[src/rtl/program_ram_arbiter.sv]
// Shares the single-port program RAM between instruction fetch and the load/store path.
// Define ARB_ROUND_ROBIN_EN for round-robin arbitration; the default build gives ls fixed priority.
module program_ram_arbiter #(
    parameter int ADDRESS_WIDTH = 16,
    parameter int DATA_WIDTH    = 16,
    parameter int RAM_LATENCY   = 2
) (
    input  logic                     clk,
    input  logic                     reset,
    input  logic                     fetch_req,
    input  logic [ADDRESS_WIDTH-1:0] fetch_address,
    output logic                     fetch_ready,
    output logic                     fetch_valid,
    output logic [DATA_WIDTH-1:0]    fetch_data,
    input  logic                     ls_req,
    input  logic                     ls_rw,
    input  logic [ADDRESS_WIDTH-1:0] ls_address,
    input  logic [DATA_WIDTH-1:0]    ls_wdata,
    output logic                     ls_ready,
    output logic                     ls_valid,
    output logic [DATA_WIDTH-1:0]    ls_rdata,
    output logic                     p_ram_en,
    output logic                     p_ram_rw,
    output logic [ADDRESS_WIDTH-1:0] p_ram_address,
    output logic [DATA_WIDTH-1:0]    p_ram_data,
    input  logic [DATA_WIDTH-1:0]    p_ram_q,
    output logic                     busy
);

    localparam logic [1:0] ST_IDLE  = 2'd0;
    localparam logic [1:0] ST_ISSUE = 2'd1;
    localparam logic [1:0] ST_WAIT  = 2'd2;
    localparam logic [1:0] ST_RESP  = 2'd3;
    localparam logic [3:0] LAT_LOAD = 4'(RAM_LATENCY);

    logic [1:0]               state_q, state_d;
    logic [3:0]               cnt_q, cnt_d;
    logic                     win_ls_q, win_ls_d;
    logic                     rw_q, rw_d;
    logic                     fetch_ready_q, fetch_ready_d;
    logic                     fetch_valid_q, fetch_valid_d;
    logic [DATA_WIDTH-1:0]    fetch_data_q, fetch_data_d;
    logic                     ls_ready_q, ls_ready_d;
    logic                     ls_valid_q, ls_valid_d;
    logic [DATA_WIDTH-1:0]    ls_rdata_q, ls_rdata_d;
    logic                     p_ram_en_q, p_ram_en_d;
    logic                     p_ram_rw_q, p_ram_rw_d;
    logic [ADDRESS_WIDTH-1:0] p_ram_address_q, p_ram_address_d;
    logic [DATA_WIDTH-1:0]    p_ram_data_q, p_ram_data_d;
    logic                     busy_q, busy_d;

    logic                     grant_any_s;
    logic                     grant_ls_s;

    assign grant_any_s = fetch_req | ls_req;

`ifdef ARB_ROUND_ROBIN_EN
    // Pointer names the requester preferred on a tie: 0 = fetch, 1 = ls.
    logic rr_ptr_q, rr_ptr_d;

    // Tie-break by pointer and flip the preference away from each winner.
    always_comb begin
        rr_ptr_d = rr_ptr_q;
        if (fetch_req && ls_req) begin
            grant_ls_s = rr_ptr_q;
        end else begin
            grant_ls_s = ls_req;
        end
        if ((state_q == ST_IDLE) && grant_any_s) begin
            rr_ptr_d = ~grant_ls_s;
        end else begin
            rr_ptr_d = rr_ptr_q;
        end
    end

    // Round-robin pointer register.
    always_ff @(posedge clk or posedge reset) begin
        if (reset) begin
            rr_ptr_q <= 1'b0;
        end else begin
            rr_ptr_q <= rr_ptr_d;
        end
    end
`else
    assign grant_ls_s = ls_req;
`endif

    // Next-state and next-output logic; every output is produced one edge ahead.
    always_comb begin
        state_d         = state_q;
        cnt_d           = cnt_q;
        win_ls_d        = win_ls_q;
        rw_d            = rw_q;
        fetch_ready_d   = 1'b0;
        fetch_valid_d   = 1'b0;
        fetch_data_d    = fetch_data_q;
        ls_ready_d      = 1'b0;
        ls_valid_d      = 1'b0;
        ls_rdata_d      = ls_rdata_q;
        p_ram_en_d      = 1'b0;
        p_ram_rw_d      = 1'b0;
        p_ram_address_d = p_ram_address_q;
        p_ram_data_d    = p_ram_data_q;

        case (state_q)
            ST_IDLE: begin
                if (grant_any_s) begin
                    state_d       = ST_ISSUE;
                    win_ls_d      = grant_ls_s;
                    rw_d          = grant_ls_s & ls_rw;
                    p_ram_en_d    = 1'b1;
                    p_ram_rw_d    = grant_ls_s & ls_rw;
                    fetch_ready_d = ~grant_ls_s;
                    ls_ready_d    = grant_ls_s;
                    if (grant_ls_s) begin
                        p_ram_address_d = ls_address;
                        p_ram_data_d    = ls_wdata;
                    end else begin
                        p_ram_address_d = fetch_address;
                        p_ram_data_d    = p_ram_data_q;
                    end
                end else begin
                    state_d = ST_IDLE;
                end
            end
            ST_ISSUE: begin
                cnt_d   = LAT_LOAD;
                state_d = ST_WAIT;
            end
            ST_WAIT: begin
                cnt_d = cnt_q - 4'd1;
                // Count of 1 marks the cycle in which p_ram_q carries valid read data.
                if (cnt_q == 4'd1) begin
                    state_d       = ST_RESP;
                    fetch_valid_d = ~win_ls_q;
                    ls_valid_d    = win_ls_q;
                    if (rw_q) begin
                        ls_rdata_d = ls_rdata_q;
                    end else if (win_ls_q) begin
                        ls_rdata_d = p_ram_q;
                    end else begin
                        fetch_data_d = p_ram_q;
                    end
                end else begin
                    state_d = ST_WAIT;
                end
            end
            ST_RESP: begin
                state_d = ST_IDLE;
            end
            default: begin
                state_d = ST_IDLE;
            end
        endcase

        busy_d = (state_d != ST_IDLE);
    end

    // State, sequencing and output registers.
    always_ff @(posedge clk or posedge reset) begin
        if (reset) begin
            state_q         <= ST_IDLE;
            cnt_q           <= 4'd0;
            win_ls_q        <= 1'b0;
            rw_q            <= 1'b0;
            fetch_ready_q   <= 1'b0;
            fetch_valid_q   <= 1'b0;
            fetch_data_q    <= '0;
            ls_ready_q      <= 1'b0;
            ls_valid_q      <= 1'b0;
            ls_rdata_q      <= '0;
            p_ram_en_q      <= 1'b0;
            p_ram_rw_q      <= 1'b0;
            p_ram_address_q <= '0;
            p_ram_data_q    <= '0;
            busy_q          <= 1'b0;
        end else begin
            state_q         <= state_d;
            cnt_q           <= cnt_d;
            win_ls_q        <= win_ls_d;
            rw_q            <= rw_d;
            fetch_ready_q   <= fetch_ready_d;
            fetch_valid_q   <= fetch_valid_d;
            fetch_data_q    <= fetch_data_d;
            ls_ready_q      <= ls_ready_d;
            ls_valid_q      <= ls_valid_d;
            ls_rdata_q      <= ls_rdata_d;
            p_ram_en_q      <= p_ram_en_d;
            p_ram_rw_q      <= p_ram_rw_d;
            p_ram_address_q <= p_ram_address_d;
            p_ram_data_q    <= p_ram_data_d;
            busy_q          <= busy_d;
        end
    end

    assign fetch_ready   = fetch_ready_q;
    assign fetch_valid   = fetch_valid_q;
    assign fetch_data    = fetch_data_q;
    assign ls_ready      = ls_ready_q;
    assign ls_valid      = ls_valid_q;
    assign ls_rdata      = ls_rdata_q;
    assign p_ram_en      = p_ram_en_q;
    assign p_ram_rw      = p_ram_rw_q;
    assign p_ram_address = p_ram_address_q;
    assign p_ram_data    = p_ram_data_q;
    assign busy          = busy_q;

endmodule

[config.mk]
export PLATFORM = sky130hd
export DESIGN_NAME = program_ram_arbiter
export DESIGN_NICKNAME = d
export VERILOG_FILES = /design/src/rtl/program_ram_arbiter.sv
export SDC_FILE = /design/constraint.sdc
export NUM_CORES = 1
export LEC_CHECK = 0
export BUFFER_PORTS_ARGS = -buffer_cell sky130_fd_sc_hd__buf_4
export CORE_AREA = 2 2 83 85
export DETAILED_ROUTE_END_ITERATION = 10
export DIE_AREA = 0 0 85 87
export PLACE_DENSITY = 0.82
export SYNTH_ARGS = -nofsm -noshare
export SYNTH_HDL_FRONTEND = slang
export SYNTH_SLANG_ARGS = --single-unit
[constraint.sdc]
create_clock -name clk -period 4.8 [get_ports clk]
set_input_delay 0.96 -clock clk [delete_from_list [all_inputs] [get_ports clk]]
set_output_delay 0.96 -clock clk [all_outputs]
set_load 0.01 [all_outputs]
## Word level (Yosys, flattened, before mapping)

Cells that the tools add are included.

| word-level totals | value |
|---|---|
| input bits | 69 |
| register bits | 79 |
| output and inout bits | 71 |

| cells by class | value |
|---|---|
| reductions and logical operators | 7 |
| $add $sub $neg | 1 |
| multiplexer cells | 17 |
| eq/ne operators | 4 |
| bitwise gates (word level) | 5 |

Operator list:

| cell | number |
|---|---|
| $mux W16 | 1 |
| $mux W1 | 14 |
| $pmux W2 S4 | 1 |
| $pmux W4 S2 | 1 |
| $reduce_and A4 Y1 | 2 |
| $eq A2 B2 Y1 const B | 2 |
| $eq A4 B1 Y1 const B | 1 |
| $reduce_bool A2 Y1 | 2 |
| $sub A4 B1 Y4 const B | 1 |
| $not A1 Y1 | 3 |
| $reduce_and A3 Y1 | 1 |
| $eq A2 B1 Y1 const B | 1 |
| $logic_not A2 Y1 | 1 |
| $reduce_and A2 Y1 | 1 |
| $and A1 B1 Y1 | 1 |
| $or A1 B1 Y1 | 1 |

## Depth between registers and ports, before layout

| logic depth | value |
|---|---|
| word-level depth | 4 |
| depth in mapped cells | 7 |

## Least setup slack after synthesis

OpenSTA, ideal clock, no wires.

| timing | value |
|---|---|
| path kind | input-to-reg |
| from | input ls_req |
| to | register p_ram_data_q[0] (netlist: p_ram_data[0]) |
| setup slack | 2712 ps |
| cell stages on the path | 4 |
| data arrival time | 1963 ps |
| library setup time | 125 ps |
| cell sequence | buf_2 > nand2_1 > buf_2 > mux2_2 |

| on the way | value |
|---|---|
| word-level cells in the longest chain between the ends | 2 |

RTL lines:

| what | line | source |
|---|---|---|
| from (decl) | 15 | `input logic ls_req,` |
| $or A1 B1 Y1 | 55 | `assign grant_any_s = fetch_req \| ls_req;` |
| $reduce_and A3 Y1 (no source line) * | n/a |  |
| to (signal assigned) | 191 | `p_ram_data_q <= p_ram_data_d;` |
| to (decl) | 49 | `logic [DATA_WIDTH-1:0] p_ram_data_q, p_ram_data_d;` |

Every way passes the cells marked *; elsewhere a longest branch is shown, timed or not.
A chain may end at the register's enable or synchronous reset.

## Final worst setup path

| timing | value |
|---|---|
| from | register state_q[0] |
| to | register fetch_data_q[8] (netlist: fetch_data[8]) |

| on the way | value |
|---|---|
| word-level cells in the longest chain between the ends | 2 |

RTL lines:

| what | line | source |
|---|---|---|
| from (decl) | 36 | `logic [1:0] state_q, state_d;` |
| from (signal assigned) | 178 | `state_q <= state_d;` |
| $eq A2 B2 Y1 | 105 | `case (state_q)` |
| $reduce_and A4 Y1 (no source line) | n/a |  |
| to (signal assigned) | 184 | `fetch_data_q <= fetch_data_d;` |
| to (decl) | 42 | `logic [DATA_WIDTH-1:0] fetch_data_q, fetch_data_d;` |

No other way between the ends.

==> summary.txt <==
Outcome
  – Outcome: complete, no violations

CTS
  – CTS Hold Buffers Added: 0
  – CTS tree: yes
  – Root Buffer: clkbuf_8
  – Worst-case clock buffer depth: 2
  – Clock sinks: 79
  – TritonCTS Buffers: 9
  – Clock Latency Late Sink: 340 ps
  – Htree depth: 3
  – Post-CTS Setup Bufs: 0
  – Clock transition at the registers of the reported paths: 80 ps
  – # resized after CTS: 0

Die
  – Num rows: 30
  – Die area: 7395 um2
  – Starting Density: 0.4827
  – Chip Width: 85 um
  – Die Y: 87 um
  – I/O pins: 140
  – Core region area: 6569 um2

Worst setup path
  – Worst Path Required: 5020 ps
  – CP max FO: 16
  – Worst Path Arrival: 2400 ps
  – CP max stage delay: 720 ps
  – Crit end category: flop
  – Worst-path cell chain: inv_1 > ha_1 > nand4bb_1 > or3_1 > mux2_4
  – Max stage delay cell, worst path: or3_1
  – CP Launch Type: flop
  – Worst setup path class: reg2reg

Synth
  – Compound-Gate Fraction of Synth Area: 0.04183
  – Synth Area in XOR/XNOR: 0
  – Area leader, netlist: dfrtp_1
  – Gate count of the mapped netlist: 225
  – Synth top area share: 0.6235
  – Post-synth cell types: 28
  – Top post-synthesis cells by area: dfrtp_1 (62%), mux2_2 (13%), mux2i_1 (5.1%)
  – Post-synthesis cell area: 3171 um2
  – Syn Nets: 298
  – Async set or reset register ratio after synthesis: 1.000
  – Top_reg_cell synth: dfrtp_1
  – Seq/Total Area, Yosys: 0.6235
  – Mean Syn Cell Area: 14.09 um2
  – #FFs+latches synth: 79
  – Number of synthesized flops with an enable pin: 0
  – Adder and majority gate portion of the synthesized area: 0.01579
  – Synth warn: 0
  – Largest family of logic cells by synthesized area: multiplexers
  – Post-Synth Simple-Gate Area: 0.05564
  – Multiplexer area fraction after synthesis: 0.2328

Layout
  – N_diodes: 0
  – Commonest non-fill, non-tap cell in the layout: buf_4
  – Final net count: 440
  – Most frequent cells in the layout: buf_4 (141), dfrtp_1 (79), mux2_2 (37), nand2_1 (21), o21ai_0 (19)
  – Final core occ: 0.6787
  – Area Overhead vs Synth: 40.61%
  – Share of cells above drive strength 1: 0.5565

Timing
  – Slew Limit Fails: 0
  – Tcrit/Tclk final: 0.4552
  – Final setup viols: 0
  – Final WS setup: 2615 ps
  – Final hold violations: 0
  – Layout Skew: 7.264 ps
  – Post-route minimum period: 2185 ps
  – Fmax: 457.7 MHz
  – Slew @ Worst Pin: 906.7 ps
  – Slew HR: 0.3955
  – Setup TNS: 0 ps
  – Unrepaired setup endpoints after global routing: no

Drt
  – Vias per inst: 4.958
  – Initial DRT Pass Iterations: 4
  – DRT antenna net count: 0
  – 1st-iter DRT viols: 28
  – Routed WL: 6860 um
  – Detailed-route via count: 2241
  – Routed wire per std cell: 15.18 um
  – # DRC: 0

Placed design
  – Buffers on Ports: 139
  – Worst slack, placed: 2471 ps
  – Post-DP HPWL: 5179 um
  – Final GP Congestion: 0.7690

Global routing
  – Largest net degree at the start of global routing: 50
  – Overall routing resource usage: 0.1839
  – First-pass GRT wire length: 10610 um
  – Initial antenna violation count: 0
  – Vias in the first global route: 2296
  – Gr ovfl total: 0

Power and ir drop
  – Comb power frac: 0.417
  – Sequential power share: 0.416
  – Pint: 1.893 mW
  – Max IR drop VDD: 0.0003198 V
  – Clock network power share: 0.167
  – Total power: 2.809 mW
  – Sw frac: 0.3259
  – Pwr Density: 630.0 nW/um2
  – Leakage: 2.276 nW
  – P_sw: 915.4 uW

Worst hold path
  – Worst hold path type: reg2reg

Flow run
  – Maxcap violations: 0
[metal layers]
layer  vias to the layer above  GRT usage  part of all wire
li1                       1062          -                 -
met1                      1066     0.2258              0.40
met2                       107     0.3033              0.50
met3                         6    0.05877             0.097
met4                         0    0.07359            0.0090
met5                         -          0                 0
[registers in the layout (all words and copies together) (netlist names)]
name           count
ls_rdata          16
ls_ready           1
busy               1
fetch_valid        1
ls_valid           1
p_ram_rw           1
state_q            2
p_ram_data        16
fetch_ready        1
fetch_data        16
p_ram_address     16
rw_q               1
p_ram_en           1
win_ls_q           1
cnt_q              4
[cell families (layout without fill, tap and decap cells)]
| family | count (synthesis) | count (layout) |
|---|---|---|
| buf+inv | 18 | 165 |
| mux | 64 | 64 |
| simple gates | 36 | 36 |
| compound gates | 24 | 24 |
| flops | 79 | 79 |
| fa+ha+maj | 4 | 4 |
[synth_stat cells (all sizes together) (2+ instances only)]
cell and instances:
mux2i 16, nand2 21, buf 6, ha 4
nand3 2, nor2 4, inv 8, dfrtp 79
clkbuf 4, or3 2, mux2 48, o21ai 20
[path summary, 6_finish.rpt]
check / startpoint / end / slack [ps] / cells after the start
worst min register to register: p_ram_address[4] / p_ram_address[4] / 500 / 2
max in group asynchronous: reset / p_ram_en / 3160 / 3
min in group asynchronous: reset / fetch_data[1] / 650 / 2
worst min-delay path: p_ram_address[4] / p_ram_address[4] / 500 / 2
worst max-delay path: state_q[0] / fetch_data[8] / 2620 / 5
worst max register to register: state_q[0] / fetch_data[8] / 2620 / 5
[area by class of cell]
class | count | area (um2)
fill | 508 | 2111
inverter | 8 | 31.28
clock inverter | 5 | 58.81
clock buffer | 11 | 131.4
tap | 80 | 100.1
sequential | 79 | 1977
timing repair buffer | 141 | 1059
multi-input combinational | 128 | 1101
[through the flow]
stage / instance area (um2) / hold WS [ps] / instances
2_1_floorplan: 3171 / 456.5 / 225
3_3_place_gp: 4268 / 461.8 / 436
3_5_place_dp: 4268 / 476.1 / 436
4_1_cts: 4458 / 500.7 / 452
5_1_grt: 4458 / 521.0 / 452
6_report: 4458 / 500.2 / 452
[power groups by stage]
stage / sequential [mW] / clock (mW) / combinational, mW
floorplan: 1.29 / 0 / 0.454
global placement: 1.16 / 0 / 1.15
detailed placement: 1.18 / 0 / 1.20
CTS: 1.17 / 0.479 / 1.19
global route: 1.21 / 0.510 / 1.27
finish: 1.17 / 0.470 / 1.17
[critical path, delay by kind of cell (launching register included)]
family                     cells  cell delay [ps]
adders and majority gates      1              270
buffers and inverters          1               80
muxes                          1              440
DFF                            1              370
and+or+nand+nor                2              900
No activity file was read; power rests on OpenSTA's default activity.
